--- config.mk ---
export PLATFORM = sky130hd
export DESIGN_NAME = stream_cipher_unit_flat
export DESIGN_NICKNAME = d
export VERILOG_FILES = /design/src/rtl/stream_cipher_pkg.sv /design/src/rtl/stream_cipher_if.sv /design/src/rtl/stream_cipher_key_rot.sv /design/src/rtl/stream_cipher_unit.sv /design/src/flat_wrapper.sv
export SDC_FILE = /design/constraint.sdc
export NUM_CORES = 1
export LEC_CHECK = 0
export CORE_MARGIN = 5
export CORE_UTILIZATION = 50
export DETAILED_ROUTE_END_ITERATION = 6
export GPL_ROUTABILITY_DRIVEN = 0
export PLACE_DENSITY = 0.85
export RECOVER_POWER = 25
export SYNTH_ARGS = -nofsm -noshare
export SYNTH_HDL_FRONTEND = slang
export SYNTH_SLANG_ARGS = --single-unit
--- constraint.sdc ---
create_clock -name clk -period 5.91 [get_ports clk]
set_input_delay 1.182 -clock clk [delete_from_list [all_inputs] [get_ports clk]]
set_output_delay 1.182 -clock clk [all_outputs]
set_load 0.03 [all_outputs]
--- src/rtl/stream_cipher_pkg.sv ---
// Shared types, constants and bit-permutation helpers for the stream cipher.
// Latency: none (package only).
// Backpressure: n/a.
package stream_cipher_pkg;

  typedef enum logic [1:0] {
    RUN   = 2'd0,
    DRAIN = 2'd1,
    LOAD  = 2'd2
  } state_e;

  // Bit permutation: out bit i takes in bit (PERM_MUL*i + PERM_OFF) mod width.
  // This is a bijection only while width is not a multiple of PERM_MUL.
  localparam int PERM_MUL = 3;
  localparam int PERM_OFF = 1;

  // Power-up key for the 8-bit x 3-word build. Wider or deeper builds take
  // the low bits of the same 24-bit pattern repeated.
  localparam logic [23:0]  DEF_KEY     = 24'h3CC3A5;
  localparam logic [263:0] DEF_KEY_REP = {11{DEF_KEY}};

  // Forward permutation on the low w bits of x (w <= 32); upper bits are 0.
  function automatic logic [31:0] perm(input logic [31:0] x, input int w);
    logic [31:0] y;
    int          src;
    y = '0;
    for (int i = 0; i < 32; i++) begin
      if (i < w) begin
        src          = (PERM_MUL * i + PERM_OFF) % w;
        y[5'(i)]     = x[5'(src)];
      end
    end
    return y;
  endfunction

  // Exact inverse of perm for the same width.
  function automatic logic [31:0] perm_inv(input logic [31:0] x, input int w);
    logic [31:0] y;
    int          dst;
    y = '0;
    for (int i = 0; i < 32; i++) begin
      if (i < w) begin
        dst          = (PERM_MUL * i + PERM_OFF) % w;
        y[5'(dst)]   = x[5'(i)];
      end
    end
    return y;
  endfunction

endpackage

--- src/rtl/stream_cipher_if.sv ---
// Valid/ready word channel used on both sides of the stream cipher.
// Latency: none (wires only).
// Backpressure: transfer happens on a cycle where valid && ready.
// Ports: valid/data driven by the master, ready driven by the slave.
interface stream_cipher_if #(
  parameter int DATA_W = 8
);
  logic              valid;
  logic [DATA_W-1:0] data;
  logic              ready;

  modport master (output valid, output data, input ready);
  modport slave  (input valid, input data, output ready);
endinterface

--- src/rtl/stream_cipher_key_rot.sv ---
// Rotating key register: holds KEY_WORDS words, presents word 0 as the active key.
// Latency: load/rotate take effect on the edge they are requested.
// Backpressure: none; adv must only pulse for words actually accepted.
// Ports: clk, rst (async active-low), load/key_in (replace key, clear count),
//        adv (one accepted word), key_word (current key word 0).
module stream_cipher_key_rot
  import stream_cipher_pkg::*;
#(
  parameter int DATA_W     = 8,
  parameter int KEY_WORDS  = 3,
  parameter int ROT_PERIOD = 1
) (
  input  logic                        clk,
  input  logic                        rst,
  input  logic                        load,
  input  logic [DATA_W*KEY_WORDS-1:0] key_in,
  input  logic                        adv,
  output logic [DATA_W-1:0]           key_word
);

  localparam int                KEY_W    = DATA_W * KEY_WORDS;
  localparam logic [KEY_W-1:0]  RST_KEY  = DEF_KEY_REP[KEY_W-1:0];
  localparam logic [7:0]        ROT_LAST = 8'(ROT_PERIOD - 1);

  logic [KEY_W-1:0] key_q;
  logic [7:0]       rot_cnt;

  always_ff @(posedge clk or negedge rst) begin
    if (!rst) begin
      key_q   <= RST_KEY;
      rot_cnt <= '0;
    end else if (load) begin
      key_q   <= key_in;
      rot_cnt <= '0;
    end else if (adv) begin
      if (rot_cnt == ROT_LAST) begin
        rot_cnt <= '0;
        // Rotate left by one word: the top word becomes the new word 0.
        key_q   <= {key_q[KEY_W-DATA_W-1:0], key_q[KEY_W-1 -: DATA_W]};
      end else begin
        rot_cnt <= rot_cnt + 8'd1;
      end
    end
  end

  assign key_word = key_q[DATA_W-1:0];

endmodule

--- src/rtl/stream_cipher_unit.sv ---
// Permute-and-XOR stream cipher with runtime key/mode load behind a drain FSM.
// Latency: 1 cycle from input acceptance to out valid; one word per cycle.
// Backpressure: in ready only when RUN, no key_load, and output slot free or draining.
// Ports: clk, rst (async active-low), key_load/key_in/mode (key request),
//        in_if (slave, words in), out_if (master, words out), key_busy (DRAIN/LOAD).
// Optional: define WORD_CNT_EN to add word_cnt[15:0], a saturating count of
//           output handshakes cleared on reset and on key load.
// DATA_W must be 8, 16 or 32 so the permutation stays invertible.
module stream_cipher_unit
  import stream_cipher_pkg::*;
#(
  parameter int DATA_W     = 8,
  parameter int KEY_WORDS  = 3,
  parameter int ROT_PERIOD = 1
) (
  input  logic                        clk,
  input  logic                        rst,
  input  logic                        key_load,
  input  logic [DATA_W*KEY_WORDS-1:0] key_in,
  input  logic                        mode,
  stream_cipher_if.slave              in_if,
  stream_cipher_if.master             out_if,
  output logic                        key_busy
`ifdef WORD_CNT_EN
  ,
  output logic [15:0]                 word_cnt
`endif
);

  state_e            state;
  logic              mode_q;
  logic              in_rdy;
  logic              accept;
  logic              out_valid_q;
  logic [DATA_W-1:0] out_data_q;
  logic [DATA_W-1:0] key_word;
  logic [DATA_W-1:0] result;

  // key_load wins over a same-cycle input word so the load sees a clean boundary.
  assign in_rdy       = (state == RUN) && !key_load && (!out_valid_q || out_if.ready);
  assign accept       = in_if.valid && in_rdy;
  assign in_if.ready  = in_rdy;
  assign out_if.valid = out_valid_q;
  assign out_if.data  = out_data_q;

  stream_cipher_key_rot #(
    .DATA_W     (DATA_W),
    .KEY_WORDS  (KEY_WORDS),
    .ROT_PERIOD (ROT_PERIOD)
  ) u_key_rot (
    .clk      (clk),
    .rst      (rst),
    .load     (state == LOAD),
    .key_in   (key_in),
    .adv      (accept),
    .key_word (key_word)
  );

  // Encrypt permutes then whitens; decrypt undoes both in reverse order.
  always_comb begin
    result = '0;
    if (mode_q) begin
      result = DATA_W'(perm_inv(32'(in_if.data ^ key_word), DATA_W));
    end else begin
      result = DATA_W'(perm(32'(in_if.data), DATA_W)) ^ key_word;
    end
  end

  always_ff @(posedge clk or negedge rst) begin
    if (!rst) begin
      state    <= RUN;
      key_busy <= 1'b0;
      mode_q   <= 1'b0;
    end else begin
      case (state)
        RUN: begin
          if (key_load) begin
            // A stalled output word must leave under the old key first.
            state    <= (out_valid_q && !out_if.ready) ? DRAIN : LOAD;
            key_busy <= 1'b1;
          end
        end
        DRAIN: begin
          if (!out_valid_q || out_if.ready) begin
            state <= LOAD;
          end
        end
        LOAD: begin
          mode_q   <= mode;
          state    <= RUN;
          key_busy <= 1'b0;
        end
        default: begin
          state    <= RUN;
          key_busy <= 1'b0;
        end
      endcase
    end
  end

  // Output slot: load on accept, hold while stalled, otherwise empty and zeroed.
  always_ff @(posedge clk or negedge rst) begin
    if (!rst) begin
      out_valid_q <= 1'b0;
      out_data_q  <= '0;
    end else if (accept) begin
      out_valid_q <= 1'b1;
      out_data_q  <= result;
    end else if (out_if.ready || !out_valid_q) begin
      out_valid_q <= 1'b0;
      out_data_q  <= '0;
    end
  end

`ifdef WORD_CNT_EN
  always_ff @(posedge clk or negedge rst) begin
    if (!rst) begin
      word_cnt <= '0;
    end else if (state == LOAD) begin
      word_cnt <= '0;
    end else if (out_valid_q && out_if.ready && (word_cnt != 16'hFFFF)) begin
      word_cnt <= word_cnt + 16'd1;
    end
  end
`endif

endmodule

--- src/flat_wrapper.sv ---
// flat-port wrapper written by rule: the top's interface ports become plain ports
module stream_cipher_unit_flat import stream_cipher_pkg::*;
#(
  parameter int DATA_W     = 8,
  parameter int KEY_WORDS  = 3,
  parameter int ROT_PERIOD = 1
)
  (clk, rst, key_load, key_in, mode, key_busy, in_if_valid, in_if_data, in_if_ready, out_if_valid, out_if_data, out_if_ready);
  stream_cipher_if #(.DATA_W(DATA_W)) in_if_i ();
  stream_cipher_if #(.DATA_W(DATA_W)) out_if_i ();
  input  logic clk;
  input  logic rst;
  input  logic key_load;
  input  logic [DATA_W*KEY_WORDS-1:0] key_in;
  input  logic mode;
  output logic key_busy;
  input wire logic [$bits(in_if_i.valid)-1:0] in_if_valid;
  input wire logic [$bits(in_if_i.data)-1:0] in_if_data;
  output wire logic [$bits(in_if_i.ready)-1:0] in_if_ready;
  output wire logic [$bits(out_if_i.valid)-1:0] out_if_valid;
  output wire logic [$bits(out_if_i.data)-1:0] out_if_data;
  input wire logic [$bits(out_if_i.ready)-1:0] out_if_ready;
  assign in_if_i.valid = in_if_valid;
  assign in_if_i.data = in_if_data;
  assign in_if_ready = in_if_i.ready;
  assign out_if_valid = out_if_i.valid;
  assign out_if_data = out_if_i.data;
  assign out_if_i.ready = out_if_ready;
  stream_cipher_unit #(.DATA_W(DATA_W), .KEY_WORDS(KEY_WORDS), .ROT_PERIOD(ROT_PERIOD)) u_core (.clk(clk), .rst(rst), .key_load(key_load), .key_in(key_in), .mode(mode), .in_if(in_if_i), .out_if(out_if_i), .key_busy(key_busy));
endmodule
==> results.ini, run 1 <==
[sta]
hold_violations=0
setup_viol=0
max_slew.worst_pin.slew_ns=2.35
clock.fmax_mhz=243
rsz0062_at_grt=false
fin_ws_ns=1.79
min_period_ns=4.12
finalCritPeriodShare=0.697
slew_viol_final=46
finClkSkew_ns=0.00599
finalSetupTns_ns=0
relSlewSlack=-0.568
fin_hold_ws_ns=0.490

[grt]
grtUsageTotal=0.178
antenna_found_initial=0
grt_max_degree=46
grt_overflow_total=0
grt_pass1_vias=1919
grt_first_pass_wirelength_um=8870

[clocking]
cts_made_buffers=5
path_clk_slew_ns=0.09
cts_hold_buf=0
clkSinkCount=45
cts_tree=built
htreeDepth=2
cts-root-buf=clkbuf_8
clock_latency_ns=0.30
post_cts_buffers=0
cts_resized=0
clock_path_buffers=2

[synthesis]
synth_async_sr_flop_share=1.00
synth.top_cell.area_share=0.344
synth.area.top_cells=dfrtp_1 (34%), nand2_1 (14%), dfstp_2 (13%)
synthFlopType=dfrtp_1
netlist_area_mm2=0.00240
synth_nets=303
ys_types=31
synth_commonest_cells=nand2_1 (92), dfrtp_1 (33), mux2_2 (24)
avgSynthCellArea_um2=9.13
syn_inst=263
ys_seq_elements=45
yosysWarnings=0
yosys.area.top_type=dfrtp_1
synth-edff-count=0
yosysMostFrequentCell=nand2_1
seq_area_frac_synth=0.475

[finish]
antenna_cells=0
final_util=0.637
final_layout_size_suffix_gt1_frac=0.154
fin_nets=345
synthToLayoutAreaGrowth_pct=24.4
postLayoutCellArea_mm2=0.00299

[route]
ant_nets=0
drcViolationCount=0
vias_per_cell=5.39
wl_per_cell_um=14.3
drtIter0Drc=129
wl_um=5150
drt-pass1-iter-count=4
vias=1939

[status]
violations=capacitance limit, slew limit
status=finished, violations left

[power]
leakagePower_nw=1.32
p_per_area_mw_per_mm2=374
ir_drop_uv=223

[critical_path]
crit_fanout=13
path_cells=clkdlybuf4s50_1 -> nor2b_1 -> nor4_1 -> clkdlybuf4s50_1
critPathMaxStageDelay_ns=0.64
cp_data_arrival_time_ns=2.94
slowest_stage=nor2b_1
cp-end-kind=output port
critPathRequiredTime_ns=4.73
worst_path_most_repeated_cell=clkdlybuf4s50_1
path_class=primary input to output port
cp-start-kind=primary input

[placement]
placed_area_mm2=0.00287
dp_hpwl_um=3730
io_buffers=48
pre_cts_ws_ns=1.77

[run]
drv_cap=1

[floorplanning]
dieArea_mm2=0.00629
start_util=0.512
rows=25
io_pins=49
dieHeight_um=79.3
die_width_um=79.3
core-area_mm2=0.00469

[min_path]
hold_path.class=flop to flop

-- layer usage --
metal / part of all wire / GRT usage
met2: 0.49 / 0.293
met4: 0.021 / 0.0687
met5: 0 / 0
met3: 0.046 / 0.0374
met1: 0.44 / 0.230
-- logic make-up after synthesis --
logic type,after synthesis,share of synthesized area
adder cells (fa/ha/maj),2,0.0104
AO/OA/AOI/OAI,33,0.0803
buffers and inverters,18,0.0412
multiplexers,24,0.113
flip-flops,45,0.475
AND/OR/NAND/NOR,125,0.222
XOR/XNOR,16,0.0584
-- worst max-delay path: cells and delay by family --
family	cells	cell delay [ns]
buf+inv	2	1.03
simple gates	2	0.73
-- power breakdown --
group          switching [mW]  total, mW  internal, mW
clock                   0.108      0.245         0.138
combinational           0.164      0.356         0.191
sequential             0.0849      0.517         0.432
total                   0.357       1.12         0.760
-- stage by stage --
stage	cells	total power, mW
final	360	1.12
after global routing	360	1.20
after CTS	360	1.13
after detailed placement	352	0.880
after global placement	352	0.852
after floorplan	263	0.772
-- layout make-up --
class | instances | area [um^2]
clock inverters | 2 | 37.5
inverters | 4 | 15.0
repair buffers | 49 | 482
clock buffers | 6 | 82.6
flip-flops and latches | 45 | 1140
multi-input cells | 200 | 1160
well taps | 54 | 67.6
fillers | 387 | 1710
-- state kept, by name (all words and copies together), names as in the netlist --
register / count
u_core.u_key_rot.key_q: 24
u_core.out_if.data: 8
u_core.u_key_rot.rot_cnt: 8
u_core.state: 2
u_core.key_busy: 1
u_core.mode_q: 1
u_core.out_if.valid: 1
-- cells in the final DEF, fill, tap and decap left out, types with 2 or more instances in the layout --
cell type and n:
mux2_2 24, a21oi_1 14, o21ai_0 11, dfstp_2 12, inv_1 4, dfrtp_1 33, a31oi_1 4, or3_1 3
clkbuf_8 6, xor2_1 8, clkdlybuf4s50_1 46, nor2_1 10, ha_1 2, xnor2_1 8, nor3_1 4, nand2b_1 2
o32ai_1 2, nand3_1 5, nand2_1 92, and4_1 3
-- worst paths after layout --
path / start / to / cells past startpoint / slack, ns
max in group asynchronous: rst / u_core.mode_q$_DFFE_PN0P_ / 1 / 2.99
min reg2reg: u_core.out_if.data[1]$_DFFE_PN0P_ / u_core.out_if.data[1]$_DFFE_PN0P_ / 2 / 0.49
min in group asynchronous: rst / u_core.u_key_rot.key_q[17]$_DFFE_PN0P_ / 1 / 1.59
max reg2reg: u_core.state[0]$_DFFE_PN0P_ / u_core.u_key_rot.key_q[23]$_DFFE_PN0P_ / 4 / 3.26
max: out_if_ready / in_if_ready / 4 / 1.79
min: u_core.out_if.data[1]$_DFFE_PN0P_ / u_core.out_if.data[1]$_DFFE_PN0P_ / 2 / 0.49
No activity file was read; power rests on OpenSTA's default activity.
==> run 2, diff against run 1 <==
--- a/config.mk
+++ b/config.mk
@@ -6,10 +6,10 @@
 export NUM_CORES = 1
 export LEC_CHECK = 0
 export CORE_MARGIN = 5
-export CORE_UTILIZATION = 50
+export CORE_UTILIZATION = 46
 export DETAILED_ROUTE_END_ITERATION = 6
 export GPL_ROUTABILITY_DRIVEN = 0
-export PLACE_DENSITY = 0.85
+export PLACE_DENSITY = 0.83
 export RECOVER_POWER = 25
 export SYNTH_ARGS = -nofsm -noshare
 export SYNTH_HDL_FRONTEND = slang
==> constraint.sdc (replaced) <==
create_clock -name clk -period 3.5 [get_ports clk]
set_input_delay 0.7 -clock clk [delete_from_list [all_inputs] [get_ports clk]]
set_output_delay 0.7 -clock clk [all_outputs]
set_load 0.03 [all_outputs]
==> results.ini, run 2 (synthesized netlist as in run 1, its figures left out) <==
[status]
status=finished, violations left  ; unchanged
violations=capacitance limit, slew limit  ; unchanged

[route]
vias=1890  ; was 1939
vias_per_cell=4.97  ; was 5.39
drtIter0Drc=211  ; was 129
wl_um=4960  ; was 5150 um
drt-pass1-iter-count=6  ; was 4
drcViolationCount=0  ; unchanged
wl_per_cell_um=13.1  ; was 14.3 um
ant_nets=0  ; unchanged

[finish]
mostFrequentLayoutCell=nand2_1  ; unchanged
antenna_cells=0  ; unchanged
fin_nets=349  ; was 345
top_register=u_core.u_key_rot.key_q  ; unchanged
layout_common_cells=nand2_1 (92), clkdlybuf4s50_1 (46), dfrtp_1 (33)  ; unchanged
synthToLayoutAreaGrowth_pct=25.7  ; was 24.4%
fillers=448  ; was 387
stdcell_count=380  ; was 360
final_layout_size_suffix_gt1_frac=0.158  ; was 0.154
largest_reg_flops=24  ; unchanged

[critical_path]
critPathRequiredTime_ns=2.80  ; was 4.73 ns
cp_data_arrival_time_ns=2.30  ; was 2.94 ns
cp-end-kind=output port  ; unchanged
crit_fanout=4  ; was 13
cp-start-kind=primary input  ; unchanged
path_class=primary input to output port  ; unchanged
regToRegSetupSlack_ns=1.39  ; was 3.26 ns

[placement]
dp_hpwl_um=3520  ; was 3730 um
io_buffers=48  ; unchanged
place_inst=372  ; was 352

[sta]
min_period_ns=3.00
finClkSkew_ns=0.00967  ; was 0.00599 ns
setup_viol=0  ; unchanged
hold_violations=0  ; unchanged
finalCritPeriodShare=0.857
finalSetupTns_ns=0  ; unchanged
slew_viol_final=46  ; unchanged
max_slew.worst_pin.slew_ns=2.43  ; was 2.35 ns
fin_hold_ws_ns=0.484  ; was 0.490 ns
rsz0062_at_grt=false  ; unchanged
clock.fmax_mhz=333
relSlewSlack=-0.618  ; was -0.568

[clocking]
path_clk_slew_ns=0.07  ; was 0.09 ns
cts_hold_buf=0  ; unchanged
cts-root-buf=clkbuf_8  ; unchanged
cts_tree=built  ; unchanged
cts_resized=0  ; unchanged
clock_path_buffers=2  ; unchanged
htreeDepth=2  ; unchanged
post_cts_buffers=0  ; unchanged
cts_made_buffers=5  ; unchanged
clock_latency_ns=0.29  ; was 0.30 ns
clkSinkCount=45  ; unchanged

[grt]
grt_overflow_total=0  ; unchanged
antenna_found_initial=0  ; unchanged
grt_pass1_vias=1817  ; was 1919
grt_max_degree=46  ; unchanged
grt_first_pass_wirelength_um=8370  ; was 8870 um
grtUsageTotal=0.162  ; was 0.178

[floorplanning]
dieHeight_um=82.2  ; was 79.3 um
io_pins=49  ; unchanged
start_util=0.473  ; was 0.512
core-area_mm2=0.00507  ; was 0.00469 mm^2
die_width_um=82.2  ; was 79.3 um
rows=26  ; was 25
dieArea_mm2=0.00676  ; was 0.00629 mm^2

[min_path]
hold_path.class=flop to flop  ; unchanged

[power]
design_power_total_mw=1.80  ; was 1.12 mW
ir_drop_uv=331  ; was 223 uV
p_sw_frac=0.321  ; was 0.319
internal_power_mw=1.22  ; was 0.760 mW
p_comb_frac=0.340  ; was 0.318
p_switching_mw=0.578  ; was 0.357 mW
p_clk_frac=0.180  ; was 0.219
seqPwrFrac=0.480  ; was 0.462
leakagePower_nw=1.33  ; was 1.32 nW
p_per_area_mw_per_mm2=597  ; was 374 mW/mm^2

[run]
drv_cap=1  ; unchanged

## run 2: power by group through the flow
stage | sequential (mW) | clock, mW | combinational [mW]
final | 0.864 | 0.325 | 0.612
after global routing | 0.889 | 0.356 | 0.693
after CTS | 0.862 | 0.336 | 0.620
after detailed placement | 0.872 | 0 | 0.613
after global placement | 0.865 | 0 | 0.593
after floorplan | 0.861 | 0 | 0.442
## run 2: final timing paths
path | from | endpoint | cells past startpoint
worst max-delay path | key_load | in_if_ready | 3
worst min-delay path | u_core.out_if.data[2]$_DFFE_PN0P_ | u_core.out_if.data[2]$_DFFE_PN0P_ | 2
worst max register to register | u_core.state[0]$_DFFE_PN0P_ | u_core.u_key_rot.key_q[6]$_DFFE_PN0P_ | 5
worst min register to register | u_core.out_if.data[2]$_DFFE_PN0P_ | u_core.out_if.data[2]$_DFFE_PN0P_ | 2
max in group asynchronous | rst | u_core.out_if.data[2]$_DFFE_PN0P_ | 1
min in group asynchronous | rst | u_core.u_key_rot.key_q[11]$_DFFE_PN0P_ | 1
## run 2: per-layer routing
| layer | wire length, um | part of all wire | global-route usage | vias up |
|---|---|---|---|---|
| li1 | - | - | - | 967 |
| met1 | 2300 | 0.46 | 0.222 | 877 |
| met2 | 2380 | 0.48 | 0.254 | 38 |
| met3 | 211 | 0.043 | 0.0347 | 8 |
| met4 | 78 | 0.016 | 0.0515 | 0 |
| met5 | 0 | 0 | 0 | - |
## run 2: per-stage QoR
step                utilization  setup slack [ns]  instance area (um^2)
global route              0.595             0.480                  3020
global placement          0.577             0.652                  2930
floorplan                     -             0.946                  2400
finish                    0.595             0.499                  3020
detailed placement        0.577             0.612                  2930
CTS                       0.595             0.613                  3020
## run 2: area by class of cell
cell class,instances,area [um^2],share of cell area
Inverter,4,15.0,0.00497
Timing Repair Buffer,53,524,0.174
Tap cell,70,87.6,0.0290
Clock buffer,8,90.1,0.0298
Multi-Input combinational cell,200,1160,0.385
Sequential cell,45,1140,0.378
## run 2: worst max-delay path, cell delays in order
cell	delay (ns)
dlygate4sd3_1	0.60
nor4_1	0.29
clkdlybuf4s50_1	0.72
==> run 3, diff against run 2 <==
--- a/config.mk
+++ b/config.mk
@@ -11,6 +11,7 @@
 export GPL_ROUTABILITY_DRIVEN = 0
 export PLACE_DENSITY = 0.83
 export RECOVER_POWER = 25
+export REMOVE_ABC_BUFFERS = 1
 export SYNTH_ARGS = -nofsm -noshare
 export SYNTH_HDL_FRONTEND = slang
 export SYNTH_SLANG_ARGS = --single-unit
==> results.ini, run 3 (synthesized netlist as in run 1, its figures left out) <==
[placement]
placed_area_mm2=0.00291  ; was 0.00293 mm^2
io_buffers=48  ; unchanged
dp_hpwl_um=3630  ; was 3520 um
place_inst=371  ; was 372
pre_cts_ws_ns=0.510  ; was 0.612 ns

[grt]
grt_overflow_total=0  ; unchanged
grt_max_degree=46  ; unchanged
grt_pass1_vias=1871  ; was 1817
grt_first_pass_wirelength_um=8250  ; was 8370 um
antenna_found_initial=0  ; unchanged
grtUsageTotal=0.159  ; was 0.162

[critical_path]
crit_fanout=4  ; unchanged
crit_buf_inv=2  ; unchanged
critPathMaxStageDelay_ns=0.73  ; was 0.72 ns
regToRegSetupSlack_ns=1.29  ; was 1.39 ns
path_delay_family=buffers and inverters  ; unchanged
path_class=primary input to output port  ; unchanged
slowest_stage=clkdlybuf4s50_1  ; unchanged
r2r_cells=5  ; unchanged
cp-end-kind=output port  ; unchanged
reg2reg_to=u_core.u_key_rot.key_q[4]$_DFFE_PN0P_  ; was u_core.u_key_rot.key_q[6]$_DFFE_PN0P_
critPathRequiredTime_ns=2.80  ; about the same
cp_data_arrival_time_ns=2.33  ; was 2.30 ns
r2r-start=u_core.state[0]$_DFFE_PN0P_  ; unchanged
cp-start-kind=primary input  ; unchanged
path_cells=dlygate4sd3_1 -> nor4_1 -> clkdlybuf4s50_1  ; unchanged

[sta]
rsz0062_at_grt=false  ; unchanged
max_slew.worst_pin.slew_ns=2.29  ; was 2.43 ns
hold_violations=0  ; unchanged
min_period_ns=3.03  ; was 3.00 ns
slew_viol_final=46  ; unchanged
setup_viol=0  ; unchanged
finClkSkew_ns=0.00936  ; was 0.00967 ns
finalCritPeriodShare=0.866  ; was 0.857
finalSetupTns_ns=0  ; unchanged
clock.fmax_mhz=330  ; was 333 MHz
relSlewSlack=-0.525  ; was -0.618
fin_ws_ns=0.471  ; was 0.499 ns

[route]
ant_nets=0  ; unchanged
drcViolationCount=0  ; unchanged
drt-pass1-iter-count=4  ; was 6
drtIter0Drc=135  ; was 211
vias_per_cell=5.07  ; was 4.97
vias=1922  ; was 1890
wl_um=4940  ; was 4960 um
wl_per_cell_um=13.0  ; was 13.1 um

[finish]
layout_common_cells=nand2_1 (92), clkdlybuf4s50_1 (46), dfrtp_1 (33)  ; unchanged
synthToLayoutAreaGrowth_pct=25.0  ; was 25.7%
top_register=u_core.u_key_rot.key_q  ; unchanged
largest_reg_flops=24  ; unchanged
final_layout_size_suffix_gt1_frac=0.162  ; was 0.158
postLayoutCellArea_mm2=0.00300  ; was 0.00302 mm^2
antenna_cells=0  ; unchanged
stdcell_count=379  ; was 380
fin_nets=348  ; was 349
mostFrequentLayoutCell=nand2_1  ; unchanged

[power]
p_switching_mw=0.592  ; was 0.578 mW
p_sw_frac=0.331  ; was 0.321
p_clk_frac=0.180  ; about the same
p_comb_frac=0.340  ; about the same
p_per_area_mw_per_mm2=596  ; was 597 mW/mm^2
leakagePower_nw=1.32  ; was 1.33 nW
design_power_total_mw=1.79  ; was 1.80 mW
seqPwrFrac=0.480  ; about the same
internal_power_mw=1.20  ; was 1.22 mW
ir_drop_uv=326  ; was 331 uV

[floorplanning]
start_util=0.473  ; unchanged
rows=26  ; unchanged
dieHeight_um=82.2  ; unchanged
core-area_mm2=0.00507  ; unchanged
die_width_um=82.2  ; unchanged
io_pins=49  ; unchanged
dieArea_mm2=0.00676  ; unchanged

[clocking]
cts_hold_buf=0  ; unchanged
cts_tree=built  ; unchanged
post_cts_buffers=0  ; unchanged
clkSinkCount=45  ; unchanged
htreeDepth=2  ; unchanged
clock_path_buffers=2  ; unchanged
cts_made_buffers=5  ; unchanged
clock_latency_ns=0.30  ; was 0.29 ns
cts-root-buf=clkbuf_8  ; unchanged
cts_resized=0  ; unchanged
path_clk_slew_ns=0.08  ; was 0.07 ns

[min_path]
min_from=u_core.out_if.data[3]$_DFFE_PN0P_  ; was u_core.out_if.data[2]$_DFFE_PN0P_
min_path_cells=2  ; unchanged
hold_path.class=flop to flop  ; unchanged
holdPathEnd=u_core.out_if.data[3]$_DFFE_PN0P_  ; was u_core.out_if.data[2]$_DFFE_PN0P_

[status]
status=finished, violations left  ; unchanged
violations=capacitance limit, slew limit  ; unchanged

[run]
drv_cap=1  ; unchanged

==> run 3: cell count changes in the layout (fill, tap and decap cells not counted) <==
cell / previous run / this run
buf_12: 1 / 0
clkbuf_1: 3 / 1
clkbuf_8: 6 / 5
clkinv_2: 0 / 1
clkinv_4: 0 / 2
==> run 3: how the worst max path moves through the flow <==
stage	from	endpoint	depth (start not counted)
3_3_place_gp	key_load	u_core.u_key_rot.key_q[11]$_DFFE_PN0P_	6
5_1_grt	key_load	in_if_ready	3
6_report	key_load	in_if_ready	3
4_1_cts	key_load	in_if_ready	3
3_5_place_dp	key_load	u_core.u_key_rot.key_q[6]$_DFFE_PN0P_	6
2_1_floorplan	key_load	u_core.u_key_rot.key_q[10]$_DFFE_PN0P_	4
==> run 3: final cells by class <==
type                       count  area [um^2]
fill                         494         2070
multi-input combinational    200         1160
sequential                    45         1140
timing repair buffer          52          504
tap                           70         87.6
clock buffer                   5         68.8
clock inverter                 3         22.5
inverter                       4         15.0
==> run 3: worst reg2reg max path, cell delays in order (launching register included) <==
cell and delay (ns):
dfrtp_1 0.43, or3b_4 0.40, or3_1 0.39, o21ai_4 0.16
buf_4 0.33, mux2_2 0.39
==> run 3: metrics by stage <==
stage	utilization	hold slack, ns
3_3_place_gp	0.573	0.466
5_1_grt	0.591	0.522
2_1_floorplan	-	0.404
6_report	0.591	0.490
3_5_place_dp	0.573	0.476
4_1_cts	0.591	0.494
==> run 3: power by group through the flow <==
stage                     clock, mW  combinational [mW]  sequential (mW)
after floorplan                   0               0.405            0.872
final                         0.322               0.609            0.858
after global placement            0               0.590            0.863
after CTS                     0.332               0.619            0.861
after global routing          0.347               0.685            0.886
after detailed placement          0               0.616            0.871
==> run 3: layer usage <==
metal	share of wire	GRT usage	wire [um]	vias to the layer above
met5	0	0	0	-
met4	0.0087	0.0764	43	0
met3	0.077	0.0369	378	5
met2	0.50	0.268	2460	57
met1	0.42	0.189	2060	899
li1	-	-	-	961
